--- src/rtl/hazard_pkg.sv ---
// Shared types and constants for the pipeline hazard controller.
package hazard_pkg;

  // Controller states.
  typedef enum logic [1:0] {
    RUN        = 2'd0,
    MEM_WAIT   = 2'd1,
    MC_BUSY    = 2'd2,
    REDIR_PEND = 2'd3
  } hz_state_e;

  // Architectural zero register; writes to it never create a dependency.
  localparam logic [4:0] REG_X0 = 5'd0;

  // Per pipeline-register control pair. Stall takes precedence over flush.
  typedef struct packed {
    logic stall;
    logic flush;
  } hz_ctrl_t;

  localparam hz_ctrl_t HZ_PASS   = '{stall: 1'b0, flush: 1'b0};
  localparam hz_ctrl_t HZ_HOLD   = '{stall: 1'b1, flush: 1'b0};
  localparam hz_ctrl_t HZ_BUBBLE = '{stall: 1'b0, flush: 1'b1};

  // True when a used source operand matches a real (non-x0) destination.
  function automatic logic src_hit(input logic use_src, input logic [4:0] src,
                                   input logic [4:0] rd);
    return use_src & (src == rd) & (rd != REG_X0);
  endfunction

endpackage

--- src/rtl/hazard_perf_cnt.sv ---
// Saturating event counter: sticks at all-ones, clears on reset.
module hazard_perf_cnt #(
  parameter int W = 32
) (
  input  logic         clk,
  input  logic         rst,
  input  logic         inc,
  output logic [W-1:0] count
);

  logic [W-1:0] count_r;

  // Count qualifying cycles until the counter is full.
  always_ff @(posedge clk or posedge rst) begin
    if (rst) begin
      count_r <= {W{1'b0}};
    end else if (inc && (count_r != {W{1'b1}})) begin
      count_r <= count_r + {{(W-1){1'b0}}, 1'b1};
    end
  end

  assign count = count_r;

endmodule

--- src/rtl/pipe_hazard_ctrl.sv ---
// Pipeline hazard controller: stall/flush for F/D, D/E, E/M, M/W and PC hold.
// Covers load-use interlock, multi-cycle execute, data-memory wait and
// control redirects (held while any stall is active).
// Optional build macro HAZARD_PERF_EN adds three saturating perf counters.
module pipe_hazard_ctrl
  import hazard_pkg::*;
#(
  parameter int MC_LAT = 4
`ifdef HAZARD_PERF_EN
  ,parameter int CNT_W = 32
`endif
) (
  input  logic       clk,
  input  logic       rst,
  input  logic [4:0] d_rs1,
  input  logic [4:0] d_rs2,
  input  logic       d_use_rs1,
  input  logic       d_use_rs2,
  input  logic       e_valid,
  input  logic [4:0] e_rd,
  input  logic       e_is_load,
  input  logic       e_mc_start,
  input  logic       redirect,
  input  logic       dmem_req,
  input  logic       dmem_ready,
  output logic       pc_hold,
  output logic       fd_stall,
  output logic       fd_flush,
  output logic       de_stall,
  output logic       de_flush,
  output logic       em_stall,
  output logic       em_flush,
  output logic       mw_stall,
  output logic       mw_flush,
  output logic       redirect_go
`ifdef HAZARD_PERF_EN
  ,output logic [CNT_W-1:0] perf_stall_cyc
  ,output logic [CNT_W-1:0] perf_flush_evt
  ,output logic [CNT_W-1:0] perf_redir_pend
`endif
);

  // Remaining stall cycles after the start cycle; zero marks the advance cycle.
  localparam logic [3:0] MC_INIT = 4'(MC_LAT - 1);

  hz_state_e  state_r;
  hz_state_e  state_nxt_s;
  logic [3:0] mc_cnt_r;
  logic       mc_act_r;

  logic       mem_wait_s;
  logic       load_use_s;
  logic       mc_load_s;
  logic       mc_hold_s;
  logic       stall_any_s;
  logic       pend_s;
  logic       redir_req_s;
  logic       redir_go_s;

  logic       pc_hold_s;
  logic       redirect_go_s;
  hz_ctrl_t   fd_s;
  hz_ctrl_t   de_s;
  hz_ctrl_t   em_s;
  hz_ctrl_t   mw_s;

  assign mem_wait_s  = dmem_req & ~dmem_ready;
  assign load_use_s  = e_valid & e_is_load &
                       (src_hit(d_use_rs1, d_rs1, e_rd) | src_hit(d_use_rs2, d_rs2, e_rd));
  // A new multi-cycle op is accepted only when none is active and memory is not waiting.
  assign mc_load_s   = ~mc_act_r & e_mc_start & ~mem_wait_s;
  // The start cycle stalls too, so the op holds E for MC_LAT stall cycles in total.
  assign mc_hold_s   = mc_act_r ? (mc_cnt_r != 4'd0) : e_mc_start;
  assign stall_any_s = mem_wait_s | mc_hold_s;
  assign pend_s      = (state_r == REDIR_PEND);
  // A pending redirect absorbs any further pulse until it is released.
  assign redir_req_s = redirect | pend_s;
  assign redir_go_s  = redir_req_s & ~stall_any_s;

  // Next-state selection; a held redirect dominates the reported state.
  always_comb begin
    state_nxt_s = RUN;
    if (stall_any_s && redir_req_s) begin
      state_nxt_s = REDIR_PEND;
    end else if (mc_load_s || (mc_act_r && (mem_wait_s || (mc_cnt_r != 4'd0)))) begin
      state_nxt_s = MC_BUSY;
    end else if (mem_wait_s) begin
      state_nxt_s = MEM_WAIT;
    end else begin
      state_nxt_s = RUN;
    end
  end

  // State and multi-cycle countdown; the count freezes while memory is waiting.
  always_ff @(posedge clk or posedge rst) begin
    if (rst) begin
      state_r  <= RUN;
      mc_cnt_r <= 4'd0;
      mc_act_r <= 1'b0;
    end else begin
      state_r <= state_nxt_s;
      if (mc_load_s) begin
        mc_act_r <= 1'b1;
        mc_cnt_r <= MC_INIT;
      end else if (mc_act_r && !mem_wait_s) begin
        if (mc_cnt_r == 4'd0) begin
          mc_act_r <= 1'b0;
        end else begin
          mc_cnt_r <= mc_cnt_r - 4'd1;
        end
      end
    end
  end

  // Priority decode of stall/flush: reset, memory wait, multi-cycle, redirect, load-use.
  always_comb begin
    pc_hold_s     = 1'b0;
    redirect_go_s = 1'b0;
    fd_s          = HZ_PASS;
    de_s          = HZ_PASS;
    em_s          = HZ_PASS;
    mw_s          = HZ_PASS;
    if (rst) begin
      pc_hold_s = 1'b1;
      fd_s      = HZ_BUBBLE;
      de_s      = HZ_BUBBLE;
      em_s      = HZ_BUBBLE;
      mw_s      = HZ_BUBBLE;
    end else if (mem_wait_s) begin
      pc_hold_s = 1'b1;
      fd_s      = HZ_HOLD;
      de_s      = HZ_HOLD;
      em_s      = HZ_HOLD;
      mw_s      = HZ_BUBBLE;
    end else if (mc_hold_s) begin
      pc_hold_s = 1'b1;
      fd_s      = HZ_HOLD;
      de_s      = HZ_HOLD;
      em_s      = HZ_BUBBLE;
    end else if (redir_go_s) begin
      // Redirect wins over load-use; the D/E bubble kills the dependent instr.
      redirect_go_s = 1'b1;
      fd_s          = HZ_BUBBLE;
      de_s          = HZ_BUBBLE;
    end else if (load_use_s) begin
      pc_hold_s = 1'b1;
      fd_s      = HZ_HOLD;
      de_s      = HZ_BUBBLE;
    end else begin
      pc_hold_s     = 1'b0;
      redirect_go_s = 1'b0;
    end
  end

  assign pc_hold     = pc_hold_s;
  assign redirect_go = redirect_go_s;
  assign fd_stall    = fd_s.stall;
  assign fd_flush    = fd_s.flush;
  assign de_stall    = de_s.stall;
  assign de_flush    = de_s.flush;
  assign em_stall    = em_s.stall;
  assign em_flush    = em_s.flush;
  assign mw_stall    = mw_s.stall;
  assign mw_flush    = mw_s.flush;

`ifdef HAZARD_PERF_EN
  logic pend_entry_s;

  assign pend_entry_s = (state_nxt_s == REDIR_PEND) & ~pend_s;

  hazard_perf_cnt #(.W(CNT_W)) u_cnt_stall (
    .clk   (clk),
    .rst   (rst),
    .inc   (pc_hold_s),
    .count (perf_stall_cyc)
  );

  hazard_perf_cnt #(.W(CNT_W)) u_cnt_flush (
    .clk   (clk),
    .rst   (rst),
    .inc   (redirect_go_s),
    .count (perf_flush_evt)
  );

  hazard_perf_cnt #(.W(CNT_W)) u_cnt_pend (
    .clk   (clk),
    .rst   (rst),
    .inc   (pend_entry_s),
    .count (perf_redir_pend)
  );
`endif

endmodule
--- config.mk ---
export PLATFORM = sky130hd
export DESIGN_NAME = pipe_hazard_ctrl
export DESIGN_NICKNAME = d
export VERILOG_FILES = /design/src/rtl/hazard_pkg.sv /design/src/rtl/hazard_perf_cnt.sv /design/src/rtl/pipe_hazard_ctrl.sv
export SDC_FILE = /design/constraint.sdc
export NUM_CORES = 1
export LEC_CHECK = 0
export ABC_AREA = 1
export BUFFER_PORTS_ARGS = -buffer_cell sky130_fd_sc_hd__buf_2
export CORE_MARGIN = 2
export CORE_UTILIZATION = 45
export DETAILED_ROUTE_END_ITERATION = 7
export GPL_TIMING_DRIVEN = 0
export MAX_ROUTING_LAYER = met4
export PLACE_DENSITY = 0.78
export SKIP_CTS_REPAIR_TIMING = 1
export SLEW_MARGIN = 30
export SYNTH_ARGS = -nofsm -noshare
export SYNTH_HDL_FRONTEND = slang
export SYNTH_SLANG_ARGS = --single-unit
--- constraint.sdc ---
create_clock -name clk -period 1.7 [get_ports clk]
set_input_delay 0.255 -clock clk [delete_from_list [all_inputs] [get_ports clk]]
set_output_delay 0.255 -clock clk [all_outputs]
set_load 0.01 [all_outputs]
==> results.cfg, run 1 <==
[placement]
place_congestion = 0.828
pre_cts_slack_ns = 0.110
port_buffers = 33
dp_hpwl_um = 1260

[synth]
ys_seq_elements = 7
syn_area_per_cell_sq_um = 6.11
yosysUniqueCellTypes = 23
synth_top_area_cell = dfrtp_1
syn_nets = 146
ys_seq_area_share_pct = 24.1
synth_area_sq_um = 727
synth.top_cells.by_area = dfrtp_1 24%, nand2_1 18%, inv_1 11%
syn_inst = 119
yosysTopAreaCellShare_pct = 24.1
yosys_warnings = 0

[worst_setup_path]
cp-start-kind = flip-flop
reg2reg_depth = 10
cp_max_fo = 5
crit_path_end_kind = output port
required_ns = 1.44
cp-startpoint = mc_cnt_r[1]$_DFFE_PP0P_
rr_endpoint = state_r[0]$_DFF_PP0_
critPathCapture = redirect_go
path_class = flip-flop to output port
r2r-start = mc_cnt_r[1]$_DFFE_PP0P_
r2r_slack_ns = 0.22
arrival_ns = 1.59

[timing]
fin_skew_ns = 0.00138
setup_tns_ns = -0.751
slew_violations = 0
layout_min_cycle_time_ns = 1.85
max_freq_mhz = 541
hold_viol_final = 0
setup_viol = 6
rsz0062_at_grt = true
fin_crit_sh_pct = 109
worst_slack_ns = -0.148

[flow_run]
maxCapViolations = 0

[grt]
grt_antenna_before_repair = 0
grt_max_degree = 14
grt_usage_pct = 18.4
grt_overflow_total = 0
grt_pass1_wl_um = 2580
grt_pass1_vias = 716

[routing]
wl_met2_um = 859
vias_per_cell = 4.64
top_layer = met4
drt_iter0_drc = 4
drt_wl_total_um = 1680
drcViolationCount = 0
wl_met3_um = 89
wl_per_cell_um = 9.53
vias = 816
drtAntennaViolNets = 0
met1_length_um = 702
drt_pre_antenna_iters = 4

[cts]
cts_root_buffer = clkbuf_4
clockBufferDepth = 2
cts_buffers = 3
htree_levels = 1
clkLatencyLatePin_ns = 0.26
clkSinkCount = 7
clk_pin_slew_worst_paths_ns = 0.05
cts_tree = yes

[finish]
nNetsFinal = 188
drive_gt1_share_pct = 41.9
layout_common_cells = 34 x nand2_1, 32 x buf_2, 19 x inv_1
final_common_cell = nand2_1
insertedDiodeCount = 0
post-route-util_pct = 67.0
n_fill_cell = 142
syn2layout_area_growth_pct = 38.9

[die]
fp-row-count = 14
die-area_sq_um = 1950
die_h_um = 44.2
io_pins = 35
start_util_pct = 48.3
core_sq_um = 1510
die_w_um = 44.2

[status]
outcome = finished, violations left
violations = setup timing

[power_and_ir_drop]
power.total_mw = 1.09
cellLeakagePower_nw = 0.616
powerDensity_nw_per_um2 = 1080
vdd_drop_max_mv = 0.665

[hold_path]
hp-class = input port to async pin
## power breakdown
part / total, mW / internal (mW) / switching [mW]
combinational: 0.656 / 0.292 / 0.364
clock: 0.159 / 0.0901 / 0.0689
sequential: 0.277 / 0.240 / 0.0374
total: 1.09 / 0.622 / 0.470
## sequential cells by signal, indices dropped and copies added, names as in the netlist
name      count
mc_cnt_r      4
mc_act_r      1
state_r       2
## cells by family after synthesis
group / Yosys count / synth area share [%]
other: 1 / 0.516
buffers and inverters: 29 / 15.5
and+or+nand+nor: 70 / 48.9
AOI/OAI and AO/OA: 10 / 7.57
DFF: 7 / 24.1
adders and majority gates: 2 / 3.44
## Yosys cell counts
master / n
a21oi_1: 4
a21oi_2: 1
and2_1: 1
buf_4: 1
conb_1: 1
dfrtp_1: 7
ha_1: 2
inv_1: 21
inv_2: 7
nand2_1: 35
nand2_2: 4
nand2_4: 2
nand3_1: 9
nand3_2: 1
nand4_1: 1
nor2_1: 12
nor2_2: 1
nor2_8: 2
nor3_1: 1
nor3b_2: 1
o21ai_0: 3
o21ai_1: 1
o22ai_1: 1
## metrics by stage
step           area (sq um)  instances  hold slack (ns)
6_report               1010        176           0.0299
5_1_grt                1010        176           0.0701
4_1_cts                 938        172           0.0353
3_5_place_dp            912        168            0.302
3_3_place_gp            912        168            0.295
2_1_floorplan           727        119            0.108
## critical path, stage by stage, from the launching register on
cell and delay [ns]:
dfrtp_1 0.38, inv_2 0.10, ha_4 0.13, nand3_2 0.07, nand2_2 0.12, nand2_4 0.09, nor2_8 0.17, nand2_4 0.07
nor2_1 0.08, buf_2 0.13
## routing by layer
metal | vias to the layer above | GRT usage (%)
met4 | 0 | 9.09
met3 | 5 | 4.49
met2 | 21 | 30.9
met5 | - | -
met1 | 355 | 20.1
li1 | 435 | -
## final cells by class
type	count	area [sq um]	area share [%]
Timing Repair Buffer	37	201	20.0
Inverter	28	105	10.4
Sequential cell	7	175	17.3
Multi-Input combinational cell	83	474	47.0
Buffer	1	7.51	0.743
Clock buffer	4	26.3	2.60
Tap cell	16	20.0	1.98
## worst min path at each step
| stage | from | to | slack, ns |
|---|---|---|---|
| floorplan | rst | mc_act_r$_DFFE_PP0P_ | 0.11 |
| detailed placement | rst | state_r[0]$_DFF_PP0_ | 0.30 |
| finish | rst | state_r[0]$_DFF_PP0_ | 0.03 |
| CTS | rst | state_r[0]$_DFF_PP0_ | 0.04 |
| global placement | rst | mc_cnt_r[2]$_DFFE_PP0P_ | 0.29 |
| global route | rst | state_r[0]$_DFF_PP0_ | 0.07 |
No activity file was read; power rests on OpenSTA's default activity.
==> run 2, diff against run 1 <==
--- a/config.mk
+++ b/config.mk
@@ -5,10 +5,9 @@
 export SDC_FILE = /design/constraint.sdc
 export NUM_CORES = 1
 export LEC_CHECK = 0
-export ABC_AREA = 1
 export BUFFER_PORTS_ARGS = -buffer_cell sky130_fd_sc_hd__buf_2
 export CORE_MARGIN = 2
-export CORE_UTILIZATION = 45
+export CORE_UTILIZATION = 43
 export DETAILED_ROUTE_END_ITERATION = 7
 export GPL_TIMING_DRIVEN = 0
 export MAX_ROUTING_LAYER = met4
==> run 2 against run 1 <==
Compared with the run above:
- the flow still finishes with violations (setup timing)
- sequential share of layout area grew 1.5 points
- clock-buffer cell count is the same
- die area shrank 7.2%
- first-iteration DRC count grew to 2.8 times the previous value
- cell count shrank 25%
- highest routed layer unchanged
- register-to-register slack lost 0.16 ns
==> results.cfg, run 2 <==
[power_and_ir_drop]
p_comb_share_pct = 56.1
powerDensity_nw_per_um2 = 1130
p_switching_uw = 419
cell_internal_pwr_uw = 628
seq_power_share_pct = 29.7
vdd_drop_max_mv = 0.688
cellLeakagePower_nw = 0.442
swShare_pct = 40.0
power.share.clock_pct = 14.2

[cts]
clk_pin_slew_worst_paths_ns = 0.05
clkLatencyLatePin_ns = 0.25
cts_tree = yes
cts_root_buffer = clkbuf_4
clkSinkCount = 7
clockBufferDepth = 2
htree_levels = 1
cts_buffers = 3

[timing]
setup_tns_ns = -1.46
rsz0062_at_grt = true
max_freq_mhz = 503
setup_viol = 7
fin_skew_ns = 0.000834
worst_slack_ns = -0.287
slew_violations = 0
layout_min_cycle_time_ns = 1.99
fin_crit_sh_pct = 117
hold_viol_final = 0
hold_ws_ns = 0.0365

[routing]
top_layer = met4
wl_per_cell_um = 12.1
drcViolationCount = 0
met1_length_um = 703
drt_pre_antenna_iters = 4
drt_iter0_drc = 11
wl_met3_um = 104
wl_met2_um = 784
drt_wl_total_um = 1600
vias = 700
vias_per_cell = 5.30
drtAntennaViolNets = 0

[finish]
insertedDiodeCount = 0
layout_common_cells = 34 x buf_2, 8 x xor2_1, 7 x buf_4, 7 x dfrtp_1, 5 x nand2_1
drive_gt1_share_pct = 47.9
fin_cells = 132
largest_register_ffs = 4
nNetsFinal = 145
syn2layout_area_growth_pct = 45.2
final_common_cell = buf_2
regMostFlops = mc_cnt_r
reg_top3 = mc_cnt_r (4), state_r (2), mc_act_r (1)

[grt]
grt_max_degree = 11
grt_antenna_before_repair = 0
grt_pass1_wl_um = 2290
grt_usage_pct = 17.3
grt_overflow_total = 0
grt_pass1_vias = 593

[die]
start_util_pct = 47.4
io_pins = 35
core_sq_um = 1350
die-area_sq_um = 1810
die_h_um = 42.6
fp-row-count = 13
die_w_um = 42.6

[flow_run]
maxCapViolations = 0

[placement]
dp.cells = 122
dp_hpwl_um = 1140
place_congestion = 0.808
port_buffers = 33

[synth]
syn_inst = 74
yosys_warnings = 0
synth_common_cells = 8 x xor2_1, 7 x dfrtp_1, 5 x nand2_1
ys_seq_elements = 7
synth.top_cells.by_area = dfrtp_1 27%, xor2_1 11%, ha_1 3.9%
synth_edf_count = 0
synthFlopType = dfrtp_1
yosysTopAreaCellShare_pct = 27.4
synth_top_area_cell = dfrtp_1
syn_area_per_cell_sq_um = 8.64
synth.most_common_cell = xor2_1
synth_area_sq_um = 639
syn_nets = 101
ys_seq_area_share_pct = 27.4
synth-async-reset-ratio_pct = 100
yosysUniqueCellTypes = 35

[status]
violations = setup timing
outcome = finished, violations left

[worst_setup_path]
arrival_ns = 1.73
crit_buf_inv = 2
r2r-start = mc_cnt_r[0]$_DFFE_PP0P_
critical-path-top-delay-family = simple AND/OR/NAND/NOR gates
r2r_slack_ns = 0.06
path_class = flip-flop to output port
required_ns = 1.44
crit_path_end_kind = output port
crit_chain = inv_2 > ha_4 > and4bb_2 > o21ai_4 > or2_1 > o21bai_1 > buf_2
cp-start-kind = flip-flop
cp_slowest_stage_delay_ns = 0.39
critPathSlowestCell = dfrtp_1
reg2reg_depth = 7
rr_endpoint = mc_cnt_r[2]$_DFFE_PP0P_
cp_max_fo = 5

[hold_path]
hp-class = input port to async pin
[run 2: cell count changes after synthesis, sizes merged, moves of 3 or more]
cell and change:
nand2 -36, inv -24, nor2 -11, nand3 -9, xor2 +8, nand2b +4
o21ai +4, a21oi -3
[run 2: power groups by stage]
stage | sequential (mW) | clock (mW) | combinational (mW)
floorplan | 0.290 | 0 | 0.334
global placement | 0.304 | 0 | 0.441
detailed placement | 0.304 | 0 | 0.454
CTS | 0.304 | 0.157 | 0.457
global route | 0.316 | 0.167 | 0.645
finish | 0.311 | 0.149 | 0.588
[run 2: how the worst max path moves through the flow]
stage	startpoint	end	slack (ns)	cells after the start
CTS	mc_cnt_r[0]$_DFFE_PP0P_	de_flush	-0.36	7
floorplan	mc_cnt_r[0]$_DFFE_PP0P_	de_flush	0.05	6
global placement	mc_cnt_r[0]$_DFFE_PP0P_	de_flush	-0.06	7
finish	mc_cnt_r[0]$_DFFE_PP0P_	de_flush	-0.29	7
detailed placement	e_rd[3]	fd_stall	-0.08	6
global route	mc_cnt_r[0]$_DFFE_PP0P_	de_flush	-0.36	7
[run 2: per-layer routing]
| metal | up-vias | GRT usage, % |
|---|---|---|
| met3 | 2 | 7.33 |
| met5 | - | - |
| met1 | 322 | 18.6 |
| li1 | 353 | - |
| met2 | 23 | 28.6 |
| met4 | 0 | 5.63 |
[run 2: final cells by class]
class	instances	area, sq um
multi-input combinational	60	459
fill	107	422
timing repair buffer	39	216
sequential	7	175
clock buffer	4	26.3
tap	15	18.8
buffer	3	17.5
inverter	4	15.0
[run 2: cells by family (layout without fill, tap and decap cells)]
logic type,count (synthesis),count (layout),synth area share (%)
xor gates and xnor gates,10,10,13.7
AOI/OAI and AO/OA,23,23,26.2
DFF,7,7,27.4
other,1,1,0.587
buffers and inverters,7,50,5.09
adders and majority gates,2,2,3.91
and+or+nand+nor,24,24,23.1
[run 2: per-stage QoR]
| step | total power, mW | worst slack, ns | utilization, % | cell area, sq um |
|---|---|---|---|---|
| global placement | 0.745 | -0.0638 | 61.0 | 823 |
| global route | 1.13 | -0.364 | 68.8 | 928 |
| finish | 1.05 | -0.287 | 68.8 | 928 |
| CTS | 0.919 | -0.357 | 62.9 | 850 |
| detailed placement | 0.758 | -0.0808 | 61.0 | 823 |
| floorplan | 0.624 | 0.0531 | - | 639 |
[run 2: worst register-to-register path, delay by kind of cell (launching register included)]
| kind | cells | cell delay, ns |
|---|---|---|
| AO/OA/AOI/OAI | 2 | 0.28 |
| adder cells (fa/ha/maj) | 1 | 0.14 |
| buffers and inverters | 2 | 0.22 |
| flip-flops | 1 | 0.39 |
| AND/OR/NAND/NOR | 2 | 0.50 |
